<file path="config.mk">
export PLATFORM = sky130hd
export DESIGN_NAME = fetch_unit_flat
export DESIGN_NICKNAME = d
export VERILOG_FILES = /design/src/rtl/fetch_if.sv /design/src/rtl/fetch_unit.sv /design/src/flat_wrapper.sv
export SDC_FILE = /design/constraint.sdc
export NUM_CORES = 1
export LEC_CHECK = 0
export ABC_CLOCK_PERIOD_IN_PS = 1950
export BUFFER_PORTS_ARGS = -buffer_cell sky130_fd_sc_hd__clkbuf_2
export CAP_MARGIN = 40
export CELL_PAD_IN_SITES_DETAIL_PLACEMENT = 1
export CELL_PAD_IN_SITES_GLOBAL_PLACEMENT = 1
export CORE_MARGIN = 2
export CORE_UTILIZATION = 35
export DETAILED_ROUTE_END_ITERATION = 10
export PLACE_DENSITY_LB_ADDON = 0.15
export REMOVE_ABC_BUFFERS = 1
export SLEW_MARGIN = 20
export SYNTH_ARGS = -nofsm -noshare
export SYNTH_HDL_FRONTEND = slang
export SYNTH_SLANG_ARGS = --single-unit
</file>
<file path="constraint.sdc">
create_clock -name clk -period 1.95 [get_ports clk]
set_input_delay 0.2925 -clock clk [delete_from_list [all_inputs] [get_ports clk]]
set_output_delay 0.2925 -clock clk [all_outputs]
set_load 0.01 [all_outputs]
</file>
<file path="src/rtl/fetch_if.sv">
// fetch_if: redirect, instruction-memory and decode-side signals of the fetch stage
interface fetch_if;
  logic        redirect_valid;
  logic [31:0] redirect_pc;
  logic        imem_req;
  logic [31:0] imem_addr;
  logic        imem_gnt;
  logic        imem_rvalid;
  logic [31:0] imem_rdata;
  logic        id_valid;
  logic        id_ready;
  logic [31:0] id_instr;
  logic [31:0] id_pc;
  logic [31:0] id_pc_4;
  logic        id_adel;
  modport master (
    input  redirect_valid, redirect_pc, imem_gnt, imem_rvalid, imem_rdata, id_ready,
    output imem_req, imem_addr, id_valid, id_instr, id_pc, id_pc_4, id_adel
  );
  modport slave (
    output redirect_valid, redirect_pc, imem_gnt, imem_rvalid, imem_rdata, id_ready,
    input  imem_req, imem_addr, id_valid, id_instr, id_pc, id_pc_4, id_adel
  );
endinterface

</file>
<file path="src/rtl/fetch_unit.sv">
// fetch_unit: holds the PC, fetches one word per instruction with a single
// outstanding imem request, and hands instr/pc/pc+4 to decode over valid/ready
module fetch_unit #(
  parameter logic [31:0] RESET_PC = 32'h0000_3000
) (
  input logic      clk,
  input logic      rst_n,
  fetch_if.master  bus
);
  typedef enum logic [1:0] {REQ, WAIT, HOLD} state_e;
  state_e      state_q, state_d;
  logic [31:0] pc_q, pc_d, instr_q, instr_d, id_pc_q, id_pc_d;
  logic        drop_q, drop_d, adel_q, adel_d;
  logic        aligned;
  assign aligned       = pc_q[1:0] == 2'b00;
  assign bus.imem_req  = rst_n && state_q == REQ && aligned;
  assign bus.imem_addr = pc_q;
  assign bus.id_valid  = state_q == HOLD;
  assign bus.id_instr  = instr_q;
  assign bus.id_pc     = id_pc_q;
  assign bus.id_pc_4   = id_pc_q + 32'd4;
  assign bus.id_adel   = adel_q;
  always_ff @(posedge clk or negedge rst_n) begin
    if (!rst_n) begin
      state_q <= REQ;
      pc_q    <= RESET_PC;
      drop_q  <= 1'b0;
      instr_q <= '0;
      id_pc_q <= '0;
      adel_q  <= 1'b0;
    end else begin
      state_q <= state_d;
      pc_q    <= pc_d;
      drop_q  <= drop_d;
      instr_q <= instr_d;
      id_pc_q <= id_pc_d;
      adel_q  <= adel_d;
    end
  end
  always_comb begin
    state_d = state_q;
    pc_d    = pc_q;
    drop_d  = drop_q;
    instr_d = instr_q;
    id_pc_d = id_pc_q;
    adel_d  = adel_q;
    unique case (state_q)
      REQ: begin
        if (bus.redirect_valid) begin
          pc_d = bus.redirect_pc;
          if (aligned && bus.imem_gnt) begin
            state_d = WAIT;
            drop_d  = 1'b1;
          end
        end else if (!aligned) begin
          id_pc_d = pc_q;
          instr_d = '0;
          adel_d  = 1'b1;
          state_d = HOLD;
        end else if (bus.imem_gnt) begin
          state_d = WAIT;
        end
      end
      WAIT: begin
        if (bus.redirect_valid) begin
          // a response landing with the redirect is already stale, so no drop is owed
          pc_d    = bus.redirect_pc;
          drop_d  = !bus.imem_rvalid;
          state_d = bus.imem_rvalid ? REQ : WAIT;
        end else if (bus.imem_rvalid && drop_q) begin
          drop_d  = 1'b0;
          state_d = REQ;
        end else if (bus.imem_rvalid) begin
          instr_d = bus.imem_rdata;
          id_pc_d = pc_q;
          adel_d  = 1'b0;
          pc_d    = pc_q + 32'd4;
          state_d = HOLD;
        end
      end
      HOLD: begin
        if (bus.redirect_valid) begin
          pc_d    = bus.redirect_pc;
          state_d = REQ;
        end else if (bus.id_ready) begin
          state_d = REQ;
        end
      end
      default: state_d = REQ;
    endcase
  end
endmodule

</file>
<file path="src/flat_wrapper.sv">
// flat-port wrapper written by rule: the top's interface ports become plain ports
module fetch_unit_flat 
#(
  parameter logic [31:0] RESET_PC = 32'h0000_3000
)
  (clk, rst_n, bus_redirect_valid, bus_redirect_pc, bus_imem_gnt, bus_imem_rvalid, bus_imem_rdata, bus_id_ready, bus_imem_req, bus_imem_addr, bus_id_valid, bus_id_instr, bus_id_pc, bus_id_pc_4, bus_id_adel);
  fetch_if bus_i ();
  input logic clk;
  input logic rst_n;
  input wire logic [$bits(bus_i.redirect_valid)-1:0] bus_redirect_valid;
  input wire logic [$bits(bus_i.redirect_pc)-1:0] bus_redirect_pc;
  input wire logic [$bits(bus_i.imem_gnt)-1:0] bus_imem_gnt;
  input wire logic [$bits(bus_i.imem_rvalid)-1:0] bus_imem_rvalid;
  input wire logic [$bits(bus_i.imem_rdata)-1:0] bus_imem_rdata;
  input wire logic [$bits(bus_i.id_ready)-1:0] bus_id_ready;
  output wire logic [$bits(bus_i.imem_req)-1:0] bus_imem_req;
  output wire logic [$bits(bus_i.imem_addr)-1:0] bus_imem_addr;
  output wire logic [$bits(bus_i.id_valid)-1:0] bus_id_valid;
  output wire logic [$bits(bus_i.id_instr)-1:0] bus_id_instr;
  output wire logic [$bits(bus_i.id_pc)-1:0] bus_id_pc;
  output wire logic [$bits(bus_i.id_pc_4)-1:0] bus_id_pc_4;
  output wire logic [$bits(bus_i.id_adel)-1:0] bus_id_adel;
  assign bus_i.redirect_valid = bus_redirect_valid;
  assign bus_i.redirect_pc = bus_redirect_pc;
  assign bus_i.imem_gnt = bus_imem_gnt;
  assign bus_i.imem_rvalid = bus_imem_rvalid;
  assign bus_i.imem_rdata = bus_imem_rdata;
  assign bus_i.id_ready = bus_id_ready;
  assign bus_imem_req = bus_i.imem_req;
  assign bus_imem_addr = bus_i.imem_addr;
  assign bus_id_valid = bus_i.id_valid;
  assign bus_id_instr = bus_i.id_instr;
  assign bus_id_pc = bus_i.id_pc;
  assign bus_id_pc_4 = bus_i.id_pc_4;
  assign bus_id_adel = bus_i.id_adel;
  fetch_unit #(.RESET_PC(RESET_PC)) u_core (.clk(clk), .rst_n(rst_n), .bus(bus_i));
endmodule
</file>
# ---- After elaboration in Yosys (flattened, before gate mapping)
# Cells that the tools add are included.
dict set report totals {
  reg_bits 100
  latchBits 0
  ram_bits 0
  rom_bits 0
  output_inout_bits 131
  word_cells 78
  n_memories 0
}
dict set report classes {
  n_addsub 2
  multipliers 0
  div 0
  order_cmp 0
  eq_ne 17
  shifts 0
  muxes 39
  bitwise_logic 0
  n_reduce_logical 14
}
# op n
set ops {}
lappend ops {{$mux 32} 14}
lappend ops {{$pmux 32 s2} 3}
lappend ops {{$add 32x3->32 const B} 2}
lappend ops {{$mux 2} 9}
lappend ops {{$ne 2x2->1 const B} 7}
lappend ops {{$ne 3x3->1 const B} 4}
lappend ops {{$reduce_and 4->1} 3}
lappend ops {{$mux 1} 10}
lappend ops {{$pmux 2 s3} 1}
lappend ops {{$reduce_and 6->1} 1}
lappend ops {{$logic_and 1x1->1} 4}
lappend ops {{$logic_not 2->1} 2}
lappend ops {{$ne 4x3->1 const B} 1}
lappend ops {{$ne 4x4->1 const B} 1}
lappend ops {{$pmux 1 s2} 2}
lappend ops {{$reduce_bool 2->1} 2}
lappend ops {{$ne 3x2->1 const B} 1}
lappend ops {{$eq 2x1->1 const B} 1}
lappend ops {{$eq 2x2->1 const B} 1}
lappend ops {{$ne 2x1->1 const B} 1}
lappend ops {{$reduce_or 2->1} 1}
lappend ops {{$logic_not 1->1} 1}

# ---- Depth between registers and ports, before layout
# Gate-level depths: netlist of run 1.
dict set report logic_depth {
  ltp_word 5
  mapped_depth 7
}

# ---- Worst setup path before layout of run 1
# No wires, ideal clock.
dict set report synth_timing {
  path_type {reg-to-output}
  startpoint {register u_core.id_pc_q[8] (netlist: u_core.bus.id_pc[8])}
  endpoint {output port bus_id_pc_4[21]}
  t_arrival_ns 1.592
  path_slack_ns 0.066
  stages_incl_launch_ff 5
  cell_sequence {dfrtp_1 nand4_1 nor4_4 nand4_1 xnor2_1}
}
dict set report synth_via {
  elab_chain_cells 1
}
# item line_no
set synth_lines {}
lappend synth_lines {{start, declared} fetch_unit.sv:12} ;# logic [31:0] pc_q, pc_d, instr_q, instr_d, id_pc_q, id_pc_d;
lappend synth_lines {{start signal, assigned} fetch_unit.sv:36} ;# id_pc_q <= id_pc_d;
lappend synth_lines {{$add 32x3->32} fetch_unit.sv:21} ;# assign bus.id_pc_4 = id_pc_q + 32'd4;
lappend synth_lines {{end, declared} flat_wrapper.sv:21} ;# output wire logic [$bits(bus_i.id_pc_4)-1:0] bus_id_pc_4;
# Every way passes these cells.

# ---- Final worst setup path of run 1
dict set report layout_timing {
  startpoint {register u_core.id_pc_q[8] (netlist: u_core.bus.id_pc[8])}
  endpoint {output port bus_id_pc_4[29]}
}
# The elaborated chain is that of the path after synthesis.

==> metrics.json, run 1 <==
{
  "area_of_the_core_region_sq_um": 14600,
  "number_of_standard_cells_after_synthesis": 495,
  "tritoncts_buffers": 9,
  "synth-async-reset-ratio_pct": 100,
  "mostFrequentLayoutCells": "178 x sky130_fd_sc_hd__clkbuf_2, 96 x sky130_fd_sc_hd__dfrtp_1, 61 x sky130_fd_sc_hd__buf_4, 35 x sky130_fd_sc_hd__mux2_2, 32 x sky130_fd_sc_hd__a22o_1",
  "final-max-slew-violation-count": 0,
  "globalRouteOverflowTotal": 0,
  "clock_insertion_delay_worst_skew_ns": 0.35,
  "setup_viol": 21,
  "detail_route.vias_per_cell": 5.52,
  "synthAdderAreaFrac_pct": 0.475,
  "yosys-mux-area-fraction_pct": 7.48,
  "cts.sink_count": 100,
  "synth_seq_cells": 100,
  "violations": "negative hold slack, negative setup slack",
  "status": "finished with violations",
  "critPathLaunchType": "flop",
  "hpwlAfterDp_um": 13100,
  "die_x_um": 127,
  "grt_antenna_before_repair": 0,
  "synth-simple-area-share_pct": 18.4,
  "synthesized_area_per_cell_sq_um": 10.6,
  "place_congestion": 0.803,
  "timing.final.ws_setup_ns": -0.306,
  "clock_tree_root_driver_cell": "sky130_fd_sc_hd__clkbuf_16",
  "rows": 44,
  "timing_worst_setup_path_type": "reg -> out",
  "seq_area_sq_um": 2510,
  "detail_route.iter0.violations": 221,
  "yosysWarningCount": 0,
  "tritoncts_clock_tree": "yes",
  "via_count_of_the_first_global_routing_pass": 5385,
  "max_slew_margin_pct": 60.8,
  "syn_to_final_growth_pct": 40.3,
  "power.leakage_nw": 3.48,
  "tns_ns": -4.41,
  "number_of_buffers_between_clock_root_and_the_deepest_sink": 2,
  "totalPowerFinal_mw": 9.31,
  "critPathTopFamily": "simple AND/OR/NAND/NOR gates",
  "synthesis.area_sq_um": 5270,
  "worst_setup_slack_for_register_to_register_paths_ns": 0.17,
  "detail_route.drc_violations": 0,
  "die-height_um": 127,
  "highest_cell_delay_on_the_worst_timing_path_ns": 0.36,
  "route.vias.total": 5127,
  "share_of_the_clock_period_used_by_the_worst_path_pct": 116,
  "n_fill_cell": 1699,
  "clk_pin_slew_worst_paths_ns": 0.07,
  "post_route_cells_drive_above_1_share_pct": 49.5,
  "vdd_drop_max_mv": 0.566,
  "max_cap_violations": 0,
  "worst-path-buf-inv": 3,
  "max_freq_mhz": 443,
  "final_nets": 812,
  "die-area_sq_um": 16100,
  "yosys.area_share.xor_xnor_pct": 4.65,
  "port_buffers": 200,
  "power.density_nw_per_um2": 1260,
  "postRouteAntennaNets": 0,
  "grt_setup_unrepaired": "yes",
  "holdBufCountCts": 0,
  "timing.hold.worst.class": "in -> async",
  "ys_types": 57,
  "synth_enable_flop_cells": 0,
  "critical_path.cell_chain": "nand4_1, buf_4, nor4_4, buf_6, nand3_1, xnor2_1, buf_2",
  "wl_per_cell_um": 19.6,
  "tightest_slew_ns": 0.588,
  "synth-compound-area-share_pct": 17.3,
  "grt_usage_pct": 22.5,
  "postRouteWirelength_um": 18200,
  "timing.critical_path.to_type": "output pin",
  "sequential_share_of_the_synthesized_area_pct": 47.5,
  "grt_max_degree": 101,
  "hold_viol": 10,
  "io_pins": 201,
  "crit_path_top_delay_cell": "sky130_fd_sc_hd__dfrtp_1",
  "critPathMaxFanout": 5,
  "n_antenna_cell": 0,
  "clock_tree.htree_level_count": 3,
  "area_of_combinational_cells_with_multiple_inputs_sq_um": 2730,
  "synth_ff_type": "sky130_fd_sc_hd__dfrtp_1",
  "cp.arrival_ns": 1.96,
  "layout_commonest_cell": "sky130_fd_sc_hd__clkbuf_2",
  "cp_data_required_time_ns": 1.66,
  "final.hold.worst_slack_ns": -0.0146,
  "final.min_clock_period_ns": 2.26,
  "initial_utilization_pct": 36.0,
  "grt_first_pass_wirelength_um": 28700,
  "largest_family_of_logic_cells_by_synthesized_area": "simple AND/OR/NAND/NOR gates",
  "fin_worst_skew_ns": 0.00672,
  "first_pass_iters": 4
}
-- cells in the mapped netlist (all sizes together) (3+ instances only) --
cell | n | area [sq um]
a211oi | 3 | 22.5
a21o | 4 | 30.0
a21oi | 24 | 124
a22o | 32 | 280
a2bb2oi | 5 | 43.8
a311oi | 5 | 43.8
a31oi | 5 | 31.3
a32oi | 9 | 78.8
and2 | 6 | 40.0
and3 | 10 | 63.8
and4 | 12 | 108
buf | 25 | 150
clkbuf | 13 | 48.8
dfrtp | 98 | 2450
inv | 6 | 22.5
mux2 | 35 | 394
nand2 | 28 | 105
nand2b | 3 | 18.8
nand3 | 36 | 180
nand4 | 17 | 136
nor2 | 18 | 67.6
nor3 | 7 | 35.0
nor3b | 4 | 30.0
nor4 | 7 | 73.8
o211ai | 4 | 30.0
o21ai | 12 | 60.1
o22ai | 6 | 37.5
o31ai | 3 | 22.5
o32ai | 6 | 52.6
or2 | 3 | 21.3
or3 | 4 | 25.0
xnor2 | 24 | 210
xor2 | 4 | 35.0
-- layer usage --
| layer | wire, um | track usage (%) |
|---|---|---|
| met1 | 7730 | 27.9 |
| met2 | 9420 | 39.5 |
| met3 | 806 | 5.36 |
| met4 | 252 | 5.69 |
| met5 | 0 | 0 |
-- state kept, by name, summed over array words and instances (netlist names) --
signal and cells:
u_core.bus.id_adel 1, u_core.bus.id_instr 32, u_core.bus.id_pc 32, u_core.bus.imem_addr 32
u_core.drop_q 1, u_core.state_q 2
-- stage by stage --
step	instance area, sq um	cells	util [%]	hold WS (ns)	setup WS, ns
after detailed placement	6790	896	46.4	0.447	0.0517
final	7390	928	50.5	-0.0146	-0.306
after global routing	7390	928	50.5	0.0558	-0.419
after floorplan	5070	457	-	-0.00309	-0.680
after global placement	6790	896	46.4	0.436	0.0536
after CTS	7160	917	48.9	0.0651	-0.221
-- power by group --
group          switching, mW  leakage, nW  internal, mW
Clock                  0.786        0.138         0.887
Combinational           2.28         2.11          2.15
Sequential             0.563         1.23          2.65
Total                   3.63         3.48          5.68
-- final cells by class --
type	instances	area share, %
Inverter	6	0.305
Clock buffer	10	3.23
Tap cell	184	3.11
Sequential cell	100	33.9
Multi-Input combinational cell	351	37.0
Timing Repair Buffer	272	22.1
Clock inverter	5	0.389
-- cells by family after synthesis --
logic type      after synthesis
flops                       100
simple gates                162
mux                          35
fa+ha+maj                     2
buf+inv                      44
compound gates              124
xor+xnor                     28
-- worst paths after layout --
path | startpoint | end | depth (start not counted)
min reg2reg | u_core.bus.id_instr[27]$_DFFE_PN0P_ | u_core.bus.id_instr[27]$_DFFE_PN0P_ | 1
max | u_core.bus.id_pc[8]$_DFFE_PN0P_ | bus_id_pc_4[29] | 7
max reg2reg | u_core.bus.imem_addr[12]$_DFFE_PN1P_ | u_core.bus.imem_addr[21]$_DFFE_PN0P_ | 4
max in group asynchronous | rst_n | u_core.bus.id_pc[7]$_DFFE_PN0P_ | 2
min | rst_n | u_core.bus.id_pc[22]$_DFFE_PN0P_ | 2
min in group clk | bus_imem_rdata[2] | u_core.bus.id_instr[2]$_DFFE_PN0P_ | 2
-- repair_timing --
action / in CTS / in global routing
hold endpoints to repair: 0 / 0
gates cloned: 1 / 0
pin swaps: 15 / 22
setup endpoints to repair: 22 / 22
buffers inserted: 5 / 12
gates resized for setup: 16 / 51
Note: power is estimated with default switching activity, not from simulation.
==> inputs of run 2 (changes only) <==
- ABC_CLOCK_PERIOD_IN_PS: 1950 -> 2100
- clock period: 1.95 -> 2.1 ns (I/O delays scaled with it)
==> run 2 against run 1 <==
Effect of this change:
- the run still ends with negative hold slack, negative setup slack left
- total power fell by 8.0%
- worst hold slack better by 0.012 ns
- clock power increased by 9.6%
==> metrics.json, run 2 (synthesis gave the netlist of run 1 again) <==
{
  "status": "finished with violations",
  "violations": "negative hold slack, negative setup slack",
  "placed_area_sq_um": 6690,
  "detail_route.vias_per_cell": 5.49,
  "port_buffers": 200,
  "wl_per_cell_um": 19.4,
  "max_cap_violations": 0,
  "timing.final.ws_setup_ns": -0.102,
  "setup_viol": 18,
  "numPlacedInstances": 882,
  "die_x_um": 127,
  "grt_max_degree": 101,
  "power.leakage_nw": 3.32,
  "critPathMaxFanout": 5,
  "regToRegStartpoint": "u_core.bus.imem_addr[13]$_DFFE_PN1P_",
  "initial_utilization_pct": 36.0,
  "io_pins": 201,
  "worst_setup_slack_for_register_to_register_paths_ns": 0.26,
  "hold_viol": 6,
  "timing.reg2reg.worst_path_depth": 4,
  "area_of_the_core_region_sq_um": 14600,
  "clock_insertion_delay_worst_skew_ns": 0.35,
  "syn_to_final_growth_pct": 35.3,
  "die-area_sq_um": 16100,
  "share_of_the_clock_period_used_by_the_worst_path_pct": 105,
  "final_std_cells_w_o_fill": 905,
  "final_nets": 788,
  "cts.sink_count": 100,
  "tritoncts_buffers": 9,
  "globalRouteOverflowTotal": 0,
  "timing_worst_setup_path_type": "reg -> out",
  "vdd_drop_max_mv": 0.563,
  "tightest_slew_ns": 0.589,
  "route.vias.total": 4968,
  "layout_commonest_cell": "sky130_fd_sc_hd__clkbuf_2",
  "critPathLaunchType": "flop",
  "timing.critical_path.to_type": "output pin",
  "layout.cell_area.non_filler_sq_um": 7130,
  "clk_pin_slew_worst_paths_ns": 0.07,
  "detail_route.drc_violations": 0,
  "place_ws_ns": 0.145,
  "cp_data_required_time_ns": 1.78,
  "grt_setup_unrepaired": "yes",
  "place_congestion": 0.805,
  "timing.hold.worst.class": "in -> async",
  "postRouteAntennaNets": 0,
  "max_slew_margin_pct": 60.7,
  "number_of_buffers_between_clock_root_and_the_deepest_sink": 2,
  "n_antenna_cell": 0,
  "final.min_clock_period_ns": 2.20,
  "final-max-slew-violation-count": 0,
  "post_route_cells_drive_above_1_share_pct": 45.4,
  "cp.arrival_ns": 1.89,
  "tritoncts_clock_tree": "yes",
  "holdBufCountCts": 0,
  "rows": 44,
  "postRouteWirelength_um": 17600,
  "totalPowerFinal_mw": 8.56,
  "clock_tree.htree_level_count": 3,
  "hpwlAfterDp_um": 12700,
  "via_count_of_the_first_global_routing_pass": 5202,
  "timing.rr.end": "u_core.bus.imem_addr[19]$_DFFE_PN0P_",
  "die-height_um": 127,
  "mostFrequentLayoutCells": "182 x sky130_fd_sc_hd__clkbuf_2, 97 x sky130_fd_sc_hd__dfrtp_1, 42 x sky130_fd_sc_hd__buf_4, 35 x sky130_fd_sc_hd__mux2_2, 32 x sky130_fd_sc_hd__a22o_1",
  "detail_route.iter0.violations": 256,
  "power.density_nw_per_um2": 1200,
  "max_freq_mhz": 454,
  "final.hold.worst_slack_ns": -0.00229,
  "fin_worst_skew_ns": 0.00770,
  "grt_antenna_before_repair": 0,
  "grt_usage_pct": 22.1,
  "grt_first_pass_wirelength_um": 28300,
  "clock_tree_root_driver_cell": "sky130_fd_sc_hd__clkbuf_16",
  "first_pass_iters": 4
}
[run 2: final cells by class]
type,count,area (sq um)
fill,1694,7520
sequential,100,2510
clock inverter,2,60.1
clock buffer,14,264
inverter,6,22.5
timing repair buffer,248,1430
tap,184,230
multi-input combinational,351,2610
[run 2: timing repair]
item | in CTS | in global routing
resized for setup | 15 | 21
pin swaps | 9 | 3
setup endpoints to repair | 19 | 21
setup buffers | 6 | 1
gates cloned | 0 | 0
[run 2: worst max-delay path by stage]
stage | slack, ns | start | endpoint
after floorplan | -0.53 | u_core.state_q[0]$_DFFE_PN0P_ | u_core.bus.imem_addr[31]$_DFFE_PN0P_
after global placement | 0.17 | u_core.bus.id_pc[11]$_DFFE_PN0P_ | bus_id_pc_4[31]
after detailed placement | 0.14 | u_core.bus.id_pc[11]$_DFFE_PN0P_ | bus_id_pc_4[31]
after CTS | -0.08 | u_core.bus.id_pc[9]$_DFFE_PN0P_ | bus_id_pc_4[21]
after global routing | -0.21 | u_core.bus.id_pc[11]$_DFFE_PN0P_ | bus_id_pc_4[28]
final | -0.10 | u_core.bus.id_pc[11]$_DFFE_PN0P_ | bus_id_pc_4[30]
[run 2: per-layer routing]
layer / vias up / share of wire [%] / GRT usage (%)
met4: 0 / 0.83 / 4.14
li1: 2325 / - / -
met2: 127 / 52 / 39.0
met5: - / 0 / 0
met1: 2502 / 43 / 28.2
met3: 14 / 4.4 / 5.10
[run 2: critical path, cell delays in order (launching register included)]
cell and delay, ns:
sky130_fd_sc_hd__dfrtp_1 0.36, sky130_fd_sc_hd__nand4_1 0.13, sky130_fd_sc_hd__buf_6 0.16, sky130_fd_sc_hd__nor4_4 0.26, sky130_fd_sc_hd__buf_6 0.18, sky130_fd_sc_hd__nand4_1 0.12
sky130_fd_sc_hd__xnor2_1 0.16, sky130_fd_sc_hd__buf_2 0.16
[run 2: metrics by stage]
stage	hold WS (ns)	utilization, %	setup TNS [ns]
2_1_floorplan	0.0194	-	-29.24
3_3_place_gp	0.454	45.7	0
3_5_place_dp	0.467	45.7	0
4_1_cts	0.0842	48.5	-0.572
5_1_grt	0.0732	48.7	-2.88
6_report	-0.00229	48.7	-0.958
[run 2: where the power goes]
| group | switching, mW | internal [mW] | total (mW) | leakage (nW) |
|---|---|---|---|---|
| clock | 0.722 | 1.11 | 1.83 | 0.157 |
| combinational | 1.93 | 1.75 | 3.67 | 1.93 |
| sequential | 0.600 | 2.46 | 3.06 | 1.23 |
| total | 3.25 | 5.32 | 8.56 | 3.32 |
